[config.mk]
export PLATFORM = sky130hd
export DESIGN_NAME = vrc_evaluator
export DESIGN_NICKNAME = d
export VERILOG_FILES = /design/src/rtl/vrc_evaluator.sv
export SDC_FILE = /design/constraint.sdc
export NUM_CORES = 1
export LEC_CHECK = 0
export BUFFER_PORTS_ARGS = -buffer_cell sky130_fd_sc_hd__clkbuf_2
export CELL_PAD_IN_SITES_DETAIL_PLACEMENT = 1
export CELL_PAD_IN_SITES_GLOBAL_PLACEMENT = 1
export CORE_MARGIN = 2
export CORE_UTILIZATION = 55
export CTS_BUF_LIST = sky130_fd_sc_hd__clkbuf_8 sky130_fd_sc_hd__clkbuf_16
export DETAILED_ROUTE_END_ITERATION = 10
export PLACE_DENSITY = 0.87
export SYNTH_ARGS = -nofsm -noshare
export SYNTH_HDL_FRONTEND = slang
export SYNTH_SLANG_ARGS = --single-unit
[constraint.sdc]
create_clock -name clk -period 6.07 [get_ports clk]
set_input_delay 0 -clock clk [delete_from_list [all_inputs] [get_ports clk]]
set_output_delay 0 -clock clk [all_outputs]
set_load 0.01 [all_outputs]
[src/rtl/vrc_evaluator.sv]
`default_nettype none
// +--------------------------------------------------------------------------+
// | vrc_evaluator: sweeps all input vectors through a genome-defined gate    |
// | network and scores stable outputs against a target truth table.         |
// | Rev 1.0                                                                  |
// +--------------------------------------------------------------------------+
module vrc_evaluator #(
    parameter int N_IN    = 5,
    parameter int N_GATES = 11,
    parameter int N_OUT   = 1,
    parameter int SETTLE  = 4,
    localparam int SEL_W   = $clog2(N_IN + N_GATES),
    localparam int CFG_W   = 3 + 2 * SEL_W,
    localparam int ADDR_W  = $clog2(N_GATES + N_OUT),
    localparam int NVEC    = 2 ** N_IN,
    localparam int SCORE_W = $clog2(N_OUT * NVEC + 1)
) (
    input  logic                  clk,
    input  logic                  rst_n,
    input  logic                  cfg_we,
    input  logic [ADDR_W-1:0]     cfg_addr,
    input  logic [CFG_W-1:0]      cfg_data,
    input  logic [N_OUT*NVEC-1:0] target,
    input  logic                  start,
    output logic                  busy,
    output logic                  done,
    output logic [SCORE_W-1:0]    score,
    output logic [N_IN:0]         unstable_count
);
    localparam int POOL_W = 2 ** SEL_W;
    localparam int SCNT_W = (SETTLE > 1) ? $clog2(SETTLE) : 1;
    localparam logic [SCNT_W-1:0] SETTLE_LAST = SCNT_W'(SETTLE - 1);

    typedef enum logic [2:0] {
        S_IDLE   = 3'd0,
        S_APPLY  = 3'd1,
        S_SETTLE = 3'd2,
        S_SAMP1  = 3'd3,
        S_SAMP2  = 3'd4,
        S_DONE   = 3'd5
    } state_t;

    state_t              state_q, state_d;
    logic [CFG_W-1:0]    gate_cfg_q [N_GATES];
    logic [SEL_W-1:0]    out_sel_q  [N_OUT];
    logic [N_GATES-1:0]  gate_q, gate_d;
    logic [N_IN-1:0]     vec_q, cnt_q;
    logic [SCNT_W-1:0]   settle_q;
    logic [N_OUT-1:0]    samp_q, cur_out, tgt_bit;
    logic [SCORE_W-1:0]  score_q, score_inc;
    logic [N_IN:0]       unstable_q;
    logic                any_diff;
    logic [POOL_W-1:0]   pool;

    function automatic logic gate_fn(input logic [2:0] f, input logic a, input logic b);
        case (f)
            3'd0:    gate_fn = a & b;
            3'd1:    gate_fn = a | b;
            3'd2:    gate_fn = ~(a & b);
            3'd3:    gate_fn = ~(a | b);
            3'd4:    gate_fn = a ^ b;
            3'd5:    gate_fn = ~(a ^ b);
            3'd6:    gate_fn = ~a;
            default: gate_fn = a;
        endcase
    endfunction

    // Source pool: vector bits, then gate outputs, unused codes read as 0.
    always_comb begin
        pool = '0;
        pool[N_IN+N_GATES-1:0] = {gate_q, vec_q};
    end

    for (genvar g = 0; g < N_GATES; g++) begin : g_gate
        assign gate_d[g] = gate_fn(gate_cfg_q[g][2:0],
                                   pool[gate_cfg_q[g][SEL_W+2:3]],
                                   pool[gate_cfg_q[g][2*SEL_W+2:SEL_W+3]]);
    end

    for (genvar k = 0; k < N_OUT; k++) begin : g_out
        logic [NVEC-1:0] tvec;
        assign tvec       = target[k*NVEC +: NVEC];
        assign tgt_bit[k] = tvec[cnt_q];
        assign cur_out[k] = pool[out_sel_q[k]];
    end

    always_comb begin
        score_inc = '0;
        any_diff  = 1'b0;
        for (int k = 0; k < N_OUT; k++) begin
            if (cur_out[k] != samp_q[k]) begin
                any_diff = 1'b1;
            end else if (cur_out[k] == tgt_bit[k]) begin
                score_inc = score_inc + SCORE_W'(1);
            end
        end
    end

    always_comb begin
        state_d = state_q;
        case (state_q)
            S_IDLE:   if (start) state_d = S_APPLY;
            S_APPLY:  state_d = S_SETTLE;
            S_SETTLE: if (settle_q == SETTLE_LAST) state_d = S_SAMP1;
            S_SAMP1:  state_d = S_SAMP2;
            S_SAMP2:  state_d = (cnt_q == '1) ? S_DONE : S_APPLY;
            S_DONE:   state_d = S_IDLE;
            default:  state_d = S_IDLE;
        endcase
    end

    always_ff @(posedge clk) begin
        if (!rst_n) state_q <= S_IDLE;
        else        state_q <= state_d;
    end

    always_ff @(posedge clk) begin
        if (!rst_n) begin
            gate_q     <= '0;
            vec_q      <= '0;
            cnt_q      <= '0;
            settle_q   <= '0;
            samp_q     <= '0;
            score_q    <= '0;
            unstable_q <= '0;
            for (int g = 0; g < N_GATES; g++) gate_cfg_q[g] <= '0;
            for (int k = 0; k < N_OUT; k++)   out_sel_q[k]  <= '0;
        end else begin
            // Gates free-run every cycle; state deliberately carries across vectors.
            gate_q <= gate_d;
            case (state_q)
                S_IDLE: begin
                    if (cfg_we) begin
                        for (int g = 0; g < N_GATES; g++)
                            if (cfg_addr == ADDR_W'(g)) gate_cfg_q[g] <= cfg_data;
                        for (int k = 0; k < N_OUT; k++)
                            if (cfg_addr == ADDR_W'(N_GATES + k)) out_sel_q[k] <= cfg_data[SEL_W-1:0];
                    end
                    if (start) begin
                        gate_q     <= '0;
                        cnt_q      <= '0;
                        score_q    <= '0;
                        unstable_q <= '0;
                    end
                end
                S_APPLY: begin
                    vec_q    <= cnt_q;
                    settle_q <= '0;
                end
                S_SETTLE: settle_q <= settle_q + SCNT_W'(1);
                S_SAMP1:  samp_q   <= cur_out;
                S_SAMP2: begin
                    score_q <= score_q + score_inc;
                    if (any_diff) unstable_q <= unstable_q + 1'b1;
                    cnt_q <= cnt_q + 1'b1;
                end
                default: ;
            endcase
        end
    end

    assign busy           = (state_q != S_IDLE);
    assign done           = (state_q == S_DONE);
    assign score          = score_q;
    assign unstable_count = unstable_q;
endmodule
`default_nettype wire

==> results_dict.tcl, run 1 <==
set metrics [dict create \
    holdPathEnd "state_q[0]" \
    cts-root-buf "clkbuf_16" \
    fin_nets 932 \
    synth_area_leaders "edfxtp_1 36%, mux4_2 22%, dfxtp_1 7.6%, nor2_1 4.8%, mux2i_1 4.1%" \
    coreArea_mm2 0.01852 \
    syn-instance-count 835 \
    critPathSlowestCell "dfxtp_1" \
    die_height_um 140.9 \
    cts_htree_levels 4 \
    hold_depth 4 \
    setup_viol 0 \
    crit_top_cell "ha_1" \
    critPathArrivalTime_ps 3920 \
    r2r_cells 10 \
    critPathMaxFanout 24 \
    skew_ps 10.06 \
    met2WireLength_um 15690 \
    num_rows 50 \
    start_util_pct 55.67 \
    synth_enable_flop_cells 125 \
    wl_met3_um 2463 \
    max-vdd-ir-drop_mv 0.2101 \
    antenna_found_initial 0 \
    worstPathCellList "mux4_1, a22oi_1, nand2_1, or2_2, mux2i_1, ha_1, ha_1, nand4_1, and3_1, o21a_1" \
    routedWlPerCell_um 28.06 \
    tightest_slew_ps 1058 \
    drive_gt1_share_pct 24.48 \
    syn_area_per_cell_um2 12.35 \
    p_leak_nw 4.165 \
    p_per_area_mw_per_mm2 245.2 \
    timing.hold.worst.class "in2reg" \
    required_ps 6410 \
    dieArea_mm2 0.01985 \
    ys_ff_latch 164 \
    stdcell_area_mm2 0.01127 \
    status "completed" \
    grt_max_degree 48 \
    die_w_um 140.9 \
    synthesis.nets 914 \
    rsz0062_at_grt "no" \
    ys_warn_count 0 \
    fmax_mhz 279.4 \
    syn_to_final_growth_pct 9.334 \
    cts_resized 0 \
    critPathBufInv 0 \
    regToRegStartpoint "vec_q[4]" \
    num_vias 7485 \
    r2r_end "score[4]" \
    synth_ff_type "edfxtp_1" \
    hpwl_um 20390 \
    cts_inserted_buffers 17 \
    placedInstanceArea_mm2 0.01069 \
    clock_path_buffers 2 \
    grt_pass1_vias 7989 \
    postRouteAntennaNets 0 \
    async_flop_share_pct 0 \
    synth-seq-area-share_pct 43.99 \
    cts_setup_buffers 0 \
    syn_area_mm2 0.01031 \
    synth_top_area_cell "edfxtp_1" \
    most-common-layout-cells "132 x nor2_1, 125 x edfxtp_1, 99 x mux4_2" \
    wl_met1_um 11550 \
    grt_pass1_wl_um 47270 \
    antenna_cells 0 \
    place.gp.congestion 0.8368 \
    drtIter0Drc 706 \
    hold_viol 0 \
    clock_latency_ps 450 \
    ys_types 52 \
    drc 0 \
    io_buffers 64 \
    critical_path_class "reg2reg" \
    slowest_delay_ps 660 \
    mostFrequentLayoutCell "nor2_1" \
    fillCellCount 1831 \
    hp-start "start" \
    worstSetupStartpointType "flip-flop" \
    rrSetupSlack_ps 2490 \
    io_pins 65 \
    grt_remaining_overflow 0 \
    synth_top_cell_area_share_pct 36.41 \
    viasPerCell 6.805 \
    grtUsageTotal_pct 32.52 \
    ctsHoldBuffers 0 \
    drv_cap 0 \
    setup_tns_ps 0 \
    slew_violations 0 \
    cts_tree "yes" \
    cts_num_sinks 164 \
    cp_top_family "simple AND/OR/NAND/NOR gates" \
    cp-end-kind "flip-flop" \
    drt_wl_total_um 30870 \
    fin_crit_ps 3579 \
    post-route-period-util_pct 58.96 \
    slew-limit-headroom_pct 29.33 \
    drt_pass1_iterations 5 \
    path_clk_slew_ps 70 \
    top_layer_used "met4" \
]
==> metrics by stage <==
stage / setup WS (ps) / std cells / hold WS, ps / power (mW) / utilization [%]
floorplan: 3282 / 835 / 226.6 / 1.559 / -
global placement: 2917 / 1068 / 417.2 / 1.650 / 57.72
detailed placement: 2688 / 1068 / 419.8 / 1.677 / 57.72
CTS: 2559 / 1100 / 40.95 / 2.758 / 60.86
global route: 2305 / 1100 / 39.82 / 2.831 / 60.86
finish: 2491 / 1100 / 58.52 / 2.764 / 60.86
==> state kept, by name (all words and copies together) (netlist names) <==
name            cells
samp_q              1
cnt_q               5
score               6
settle_q            2
state_q             3
gate_q             11
vec_q               5
out_sel_q           4
unstable_count      6
gate_cfg_q        121
==> worst max-delay path by stage <==
stage                     endpoint       startpoint  cells after the start  slack (ps)
after global placement    score[4]         vec_q[4]                     10        2920
after detailed placement  score[4]         vec_q[4]                     10        2690
after global routing      score[5]         vec_q[4]                      9        2310
after floorplan           score[4]  out_sel_q[0][2]                     10        3280
after CTS                 score[4]         vec_q[4]                     10        2560
final                     score[4]         vec_q[4]                     10        2490
==> synth_stat cells, types with 6 or more instances <==
library cell    n
mux4_1         12
clkbuf_1       67
xor2_1         12
nor2b_1        17
o21ai_0        20
nand3_1        10
a22oi_1         9
a31oi_1        10
mux2_2          7
nand2_1        57
xnor2_1        16
ha_1           28
nor2_1        132
nand4_1         6
nor3b_1         7
nor3_1          8
edfxtp_1      125
dfxtp_1        39
inv_1          49
a21oi_1        12
mux4_2         99
mux2i_1        42
==> kinds of logic after synthesis <==
kind of cell / Yosys count / synth area share (%)
and+or+nand+nor: 263 / 11.49
muxes: 160 / 29.53
xor gates and xnor gates: 28 / 2.379
AOI/OAI and AO/OA: 75 / 4.940
DFF: 164 / 43.99
buffers and inverters: 117 / 4.272
adders and majority gates: 28 / 3.399
==> power by group <==
| part | switching, mW | internal [mW] |
|---|---|---|
| Combinational | 0.158 | 0.155 |
| Clock | 0.547 | 0.553 |
| Sequential | 0.0985 | 1.25 |
==> routing by layer <==
metal	global-route usage, %	up-vias
met2	55.04	444
met5	0	-
met4	14.63	0
met3	7.575	92
li1	-	3163
met1	40.13	3786
==> area by class of cell <==
class	instances	area (µm²)	share of cell area, %
Sequential cell	164	4534	40.23
Tap cell	234	292.8	2.598
Clock inverter	15	157.7	1.399
Inverter	49	183.9	1.632
Clock buffer	17	425.4	3.774
Timing Repair Buffer	67	342.8	3.042
Multi-Input combinational cell	554	5334	47.32
==> worst reg2reg max path, delay by kind of cell (launching register included) <==
family / cells / cell delay [ps]
mux: 2 / 820
compound gates: 2 / 700
fa+ha+maj: 2 / 410
simple gates: 4 / 880
flops: 1 / 660
Note: power is estimated with default switching activity, not from simulation.
==> run 2, diff against run 1 <==
--- a/config.mk
+++ b/config.mk
@@ -9,10 +9,10 @@
 export CELL_PAD_IN_SITES_DETAIL_PLACEMENT = 1
 export CELL_PAD_IN_SITES_GLOBAL_PLACEMENT = 1
 export CORE_MARGIN = 2
-export CORE_UTILIZATION = 55
+export CORE_UTILIZATION = 46
 export CTS_BUF_LIST = sky130_fd_sc_hd__clkbuf_8 sky130_fd_sc_hd__clkbuf_16
 export DETAILED_ROUTE_END_ITERATION = 10
-export PLACE_DENSITY = 0.87
+export PLACE_DENSITY = 0.77
 export SYNTH_ARGS = -nofsm -noshare
 export SYNTH_HDL_FRONTEND = slang
 export SYNTH_SLANG_ARGS = --single-unit
==> constraint.sdc (replaced) <==
create_clock -name clk -period 3.2 [get_ports clk]
set_input_delay 0 -clock clk [delete_from_list [all_inputs] [get_ports clk]]
set_output_delay 0 -clock clk [all_outputs]
set_load 0.01 [all_outputs]
==> run 2 against run 1 <==
- the run now ends with hold timing left
- hold slack worse by 62 ps
- utilization is 7.3 points lower
- first-iteration DRC count is 12% lower
- critical endpoint is now gate_q[10]
- highest routed layer unchanged
==> results_dict.tcl, run 2 (synthesis gave the netlist of run 1 again) <==
set metrics [dict create \
    fin_hold_ws_ps -3.304 \
    fmax_mhz 348.5 \
    grt_remaining_overflow 0 \
    clock_path_buffers 2 \
    coreArea_mm2 0.02189 \
    grtUsageTotal_pct 26.35 \
    p_per_area_mw_per_mm2 452.6 \
    slew-limit-headroom_pct 30.26 \
    rsz0062_at_grt "no" \
    dieArea_mm2 0.02362 \
    routedWlPerCell_um 25.31 \
    cts-root-buf "clkbuf_16" \
    tightest_slew_ps 1044 \
    place.gp.congestion 0.7937 \
    drt_pass1_iterations 6 \
    path_clk_slew_ps 70 \
    top_regs "gate_cfg_q (121), gate_q (11)" \
    grt_pass1_wl_um 47080 \
    violations "hold timing" \
    regToRegStartpoint "gate_q[8]" \
    mostFrequentLayoutCell "nor2_1" \
    antenna_found_initial 0 \
    p_clk_share_pct 39.7 \
    num_rows 54 \
    syn_to_final_growth_pct 13.75 \
    p_leak_nw 4.408 \
    hold_viol 1 \
    skew_ps 10.27 \
    slew_violations 0 \
    most-common-layout-cells "132 x nor2_1, 125 x edfxtp_1, 99 x mux4_2" \
    critPathMaxFanout 21 \
    grt_max_degree 30 \
    status "finished with violations" \
    setup_tns_ps 0 \
    r2r_end "gate_q[10]" \
    power_frac_comb_pct 13.7 \
    dp.cells 1160 \
    grt_pass1_vias 8143 \
    fillCellCount 2290 \
    clock_latency_ps 450 \
    drc 0 \
    post-route-period-util_pct 89.67 \
    cts_num_sinks 164 \
    fin_nets 978 \
    drtIter0Drc 618 \
    worstSetupStartpointType "flip-flop" \
    required_ps 3520 \
    antenna_cells 0 \
    cts_htree_levels 4 \
    fin_crit_ps 2870 \
    die_w_um 153.7 \
    rrSetupSlack_ps 330 \
    max-vdd-ir-drop_mv 0.3741 \
    drv_cap 0 \
    instances_no_fill 1192 \
    largest_reg_flops 121 \
    die_height_um 153.7 \
    num_vias 7559 \
    intPower_mw 3.878 \
    drive_gt1_share_pct 28.29 \
    timing.hold.worst.class "in2reg" \
    p_seq_share_pct 46.7 \
    viasPerCell 6.341 \
    critPathArrivalTime_ps 3190 \
    drt_wl_total_um 30170 \
    r2r_cells 8 \
    hold_depth 4 \
    cts_tree "yes" \
    holdPathEnd "state_q[0]" \
    cts_inserted_buffers 17 \
    io_pins 65 \
    cp-end-kind "flip-flop" \
    postRouteAntennaNets 0 \
    hp-start "start" \
    swShare_pct 26.93 \
    setup_viol 0 \
    start_util_pct 47.09 \
    ctsHoldBuffers 0 \
    io_buffers 64 \
    p_sw_mw 1.429 \
    critical_path_class "reg2reg" \
    top_register "gate_cfg_q" \
    hpwl_um 19800 \
]
run 2: changes by cell type in the layout (fill, tap and decap cells not counted), sizes merged:
cell	previous run	this run
buf	3	49
bufinv	0	2
clkinv	3	1
clkinvlp	1	3
inv	60	58
run 2: critical path, stage by stage (launching register included):
cell and delay (ps):
dfxtp_1 330, buf_4 240, mux4_2 490, mux4_2 550, ha_1 220, xnor2_1 140
o311ai_0 280, o31ai_1 170, a221oi_2 340
run 2: area by class of cell:
type	count	area, µm²	area share (%)
Clock inverter	15	166.4	1.419
Sequential cell	164	4534	38.67
Multi-Input combinational cell	554	5340	45.54
Timing Repair Buffer	113	725.7	6.189
Clock buffer	17	425.4	3.628
Tap cell	280	350.3	2.988
Inverter	49	183.9	1.569
run 2: layer usage:
metal / GRT usage (%) / share of wire, % / up-vias
li1: - / - / 3256
met4: 12.41 / 4.2 / 0
met5: 0 / 0 / -
met2: 45.57 / 51 / 338
met3: 5.693 / 6.9 / 84
met1: 31.49 / 38 / 3881
run 2: worst max path at each step:
stage / startpoint / endpoint / cells past startpoint / slack, ps
global route: gate_cfg_q[10][7] / gate_q[10] / 7 / 90
floorplan: out_sel_q[0][2] / score[4] / 10 / 410
finish: gate_q[8] / gate_q[10] / 8 / 330
CTS: gate_cfg_q[10][7] / gate_q[10] / 7 / 210
detailed placement: gate_cfg_q[10][7] / gate_q[10] / 7 / 240
global placement: gate_cfg_q[10][3] / gate_q[10] / 7 / 330
run 2: power by group through the flow:
stage	Combinational, mW	Clock, mW	Sequential (mW)
detailed placement	0.709	0	2.52
global route	0.772	2.20	2.49
finish	0.724	2.10	2.48
global placement	0.684	0	2.51
floorplan	0.465	0	2.49
CTS	0.718	2.11	2.48
run 2: through the flow:
| step | cell area [µm²] | setup WS (ps) | util (%) | hold WS (ps) | power, mW |
|---|---|---|---|---|---|
| 2_1_floorplan | 10310 | 412.2 | - | 226.6 | 2.957 |
| 3_3_place_gp | 11130 | 328.5 | 50.83 | 416.5 | 3.197 |
| 3_5_place_dp | 11130 | 237.3 | 50.83 | 423.0 | 3.232 |
| 4_1_cts | 11720 | 206.4 | 53.54 | 0.8130 | 5.309 |
| 5_1_grt | 11730 | 89.81 | 53.57 | 41.58 | 5.460 |
| 6_report | 11730 | 330.5 | 53.57 | -3.304 | 5.307 |
run 2: what timing repair did:
item / CTS / global route
buffers inserted: 0 / 0
gates resized for setup: 0 / 1
endpoints found under the setup margin: 0 / 1
==> run 3, diff against run 2 <==
--- a/config.mk
+++ b/config.mk
@@ -8,7 +8,7 @@
 export BUFFER_PORTS_ARGS = -buffer_cell sky130_fd_sc_hd__clkbuf_2
 export CELL_PAD_IN_SITES_DETAIL_PLACEMENT = 1
 export CELL_PAD_IN_SITES_GLOBAL_PLACEMENT = 1
-export CORE_MARGIN = 2
+export CORE_MARGIN = 4
 export CORE_UTILIZATION = 46
 export CTS_BUF_LIST = sky130_fd_sc_hd__clkbuf_8 sky130_fd_sc_hd__clkbuf_16
 export DETAILED_ROUTE_END_ITERATION = 10
==> run 3 against run 2 <==
- sequential share of layout area hardly changed
- wire length is 1.7% higher
- setup slack worse by 64 ps
- the flow now finishes without violations
- flip-flop and latch count stayed put
- combinational power is 1% lower
- clock skew is 1.9 ps higher
==> results_dict.tcl, run 3 (synthesis gave the netlist of run 1 again) <==
set metrics [dict create \
    worstSetupStartpointType "flip-flop" \
    max-vdd-ir-drop_mv 0.3497 \
    cts_setup_buffers 0 \
    coreArea_mm2 0.02196 \
    fin_nets 983 \
    p_sw_mw 1.379 \
    critPathArrivalTime_ps 3190 \
    p_per_area_mw_per_mm2 445.6 \
    antenna_cells 0 \
    worstPathCellList "buf_4, mux4_2, mux2i_1, mux2i_1, inv_1, ha_1, xor2_1, nor2_1, nand2_1, o21ai_0, a311oi_1" \
    p_leak_nw 4.428 \
    cts-root-buf "clkbuf_16" \
    fmax_mhz 340.9 \
    intPower_mw 3.853 \
    setup_tns_ps 0 \
    power_frac_comb_pct 13.7 \
    cts_tree "yes" \
    grt_remaining_overflow 0 \
    drc 0 \
    drt_pass1_iterations 7 \
    clock_latency_ps 430 \
    hold_viol 0 \
    post-route-period-util_pct 91.68 \
    place.gp.congestion 0.8297 \
    grtUsageTotal_pct 25.73 \
    slew-limit-headroom_pct 30.50 \
    grt_pass1_vias 8174 \
    tightest_slew_ps 1040 \
    mostFrequentLayoutCell "nor2_1" \
    drt_wl_total_um 30670 \
    syn_to_final_growth_pct 13.89 \
    swShare_pct 26.36 \
    largest_reg_flops 121 \
    io_pins 65 \
    die_w_um 157.7 \
    viasPerCell 6.251 \
    required_ps 3460 \
    setup_viol 0 \
    top_regs "gate_cfg_q (121), gate_q (11)" \
    final.setup.worst_slack_ps 266.3 \
    critical_path_class "reg2reg" \
    skew_ps 12.16 \
    hpwl_um 20360 \
    routedWlPerCell_um 25.62 \
    start_util_pct 46.95 \
    dieArea_mm2 0.02487 \
    met3_usage_pct 4.401 \
    drive_gt1_share_pct 28.68 \
    cp-end-kind "flip-flop" \
    cts_num_sinks 164 \
    slowest_delay_ps 600 \
    critPathSlowestCell "dfxtp_1" \
    grt_pass1_wl_um 47770 \
    timing.hold.worst.class "in2reg" \
    p_clk_share_pct 38.7 \
    fin_crit_ps 2934 \
    grt_max_degree 24 \
    cts_inserted_buffers 17 \
    drtIter0Drc 727 \
    crit_top_cell "mux2i_1" \
    met1_usage_pct 32.48 \
    slew_violations 0 \
    dp_slack_ps 289.1 \
    clock_path_buffers 2 \
    p_seq_share_pct 47.6 \
    busiest_layer "met2" \
    antenna_found_initial 0 \
    rrSetupSlack_ps 270 \
    rsz0062_at_grt "no" \
    num_rows 54 \
    cts_htree_levels 4 \
    postRouteAntennaNets 0 \
    drv_cap 0 \
    die_height_um 157.7 \
    grtUsageMet2_pct 44.26 \
    most-common-layout-cells "132 x nor2_1, 125 x edfxtp_1, 99 x mux4_2" \
    path_clk_slew_ps 70 \
    status "completed" \
    top_register "gate_cfg_q" \
    num_vias 7483 \
    io_buffers 64 \
    critPathMaxFanout 11 \
]
run 3: cell type report:
cell class / instances / area, µm²
Fill cell: 2247 / 10220
Multi-Input combinational cell: 554 / 5339
Sequential cell: 164 / 4537
Timing Repair Buffer: 118 / 763.2
Clock buffer: 17 / 425.4
Tap cell: 280 / 350.3
Inverter: 49 / 183.9
Clock inverter: 15 / 141.4
run 3: worst max-delay path: cells and delay by family (launching register included):
| family | cells | cell delay [ps] |
|---|---|---|
| multiplexers | 3 | 660 |
| flip-flops | 1 | 600 |
| AO/OA/AOI/OAI | 2 | 570 |
| buffers and inverters | 2 | 370 |
| adder cells (fa/ha/maj) | 1 | 310 |
| XOR/XNOR | 1 | 140 |
| AND/OR/NAND/NOR | 2 | 120 |
run 3: routing by layer:
layer,vias up,share of wire (%)
met5,-,0
met4,0,3.6
met3,76,7.1
met2,337,51
met1,3806,38
li1,3264,-
run 3: worst paths after layout:
check,depth (start not counted),end,start
setup reg to reg,11,gate_q[2],gate_q[10]
setup / recovery,11,gate_q[2],gate_q[10]
hold reg to reg,2,unstable_count[5],unstable_count[5]
hold / removal,4,state_q[0],start
run 3: power groups by stage:
stage	clock network [mW]	logic, mW	registers, mW
after floorplan	0	0.465	2.49
after global placement	0	0.672	2.53
after detailed placement	0	0.700	2.54
after CTS	2.04	0.710	2.49
after global routing	2.13	0.770	2.51
final	2.02	0.717	2.49
run 3: metrics by stage:
stage / area, µm² / power, mW / util, % / hold slack (ps) / instances
floorplan: 10310 / 2.957 / - / 226.6 / 835
global placement: 11170 / 3.198 / 50.85 / 417.7 / 1165
detailed placement: 11170 / 3.236 / 50.85 / 424.4 / 1165
CTS: 11730 / 5.240 / 53.43 / 40.46 / 1197
global route: 11740 / 5.404 / 53.46 / 147.4 / 1197
finish: 11740 / 5.232 / 53.46 / 57.23 / 1197
run 3: repair_timing:
action                     in CTS  in global routing
resized for setup               0                  3
setup endpoints to repair       0                  2
hold buffers                    0                  0
hold endpoints to repair        0                  0
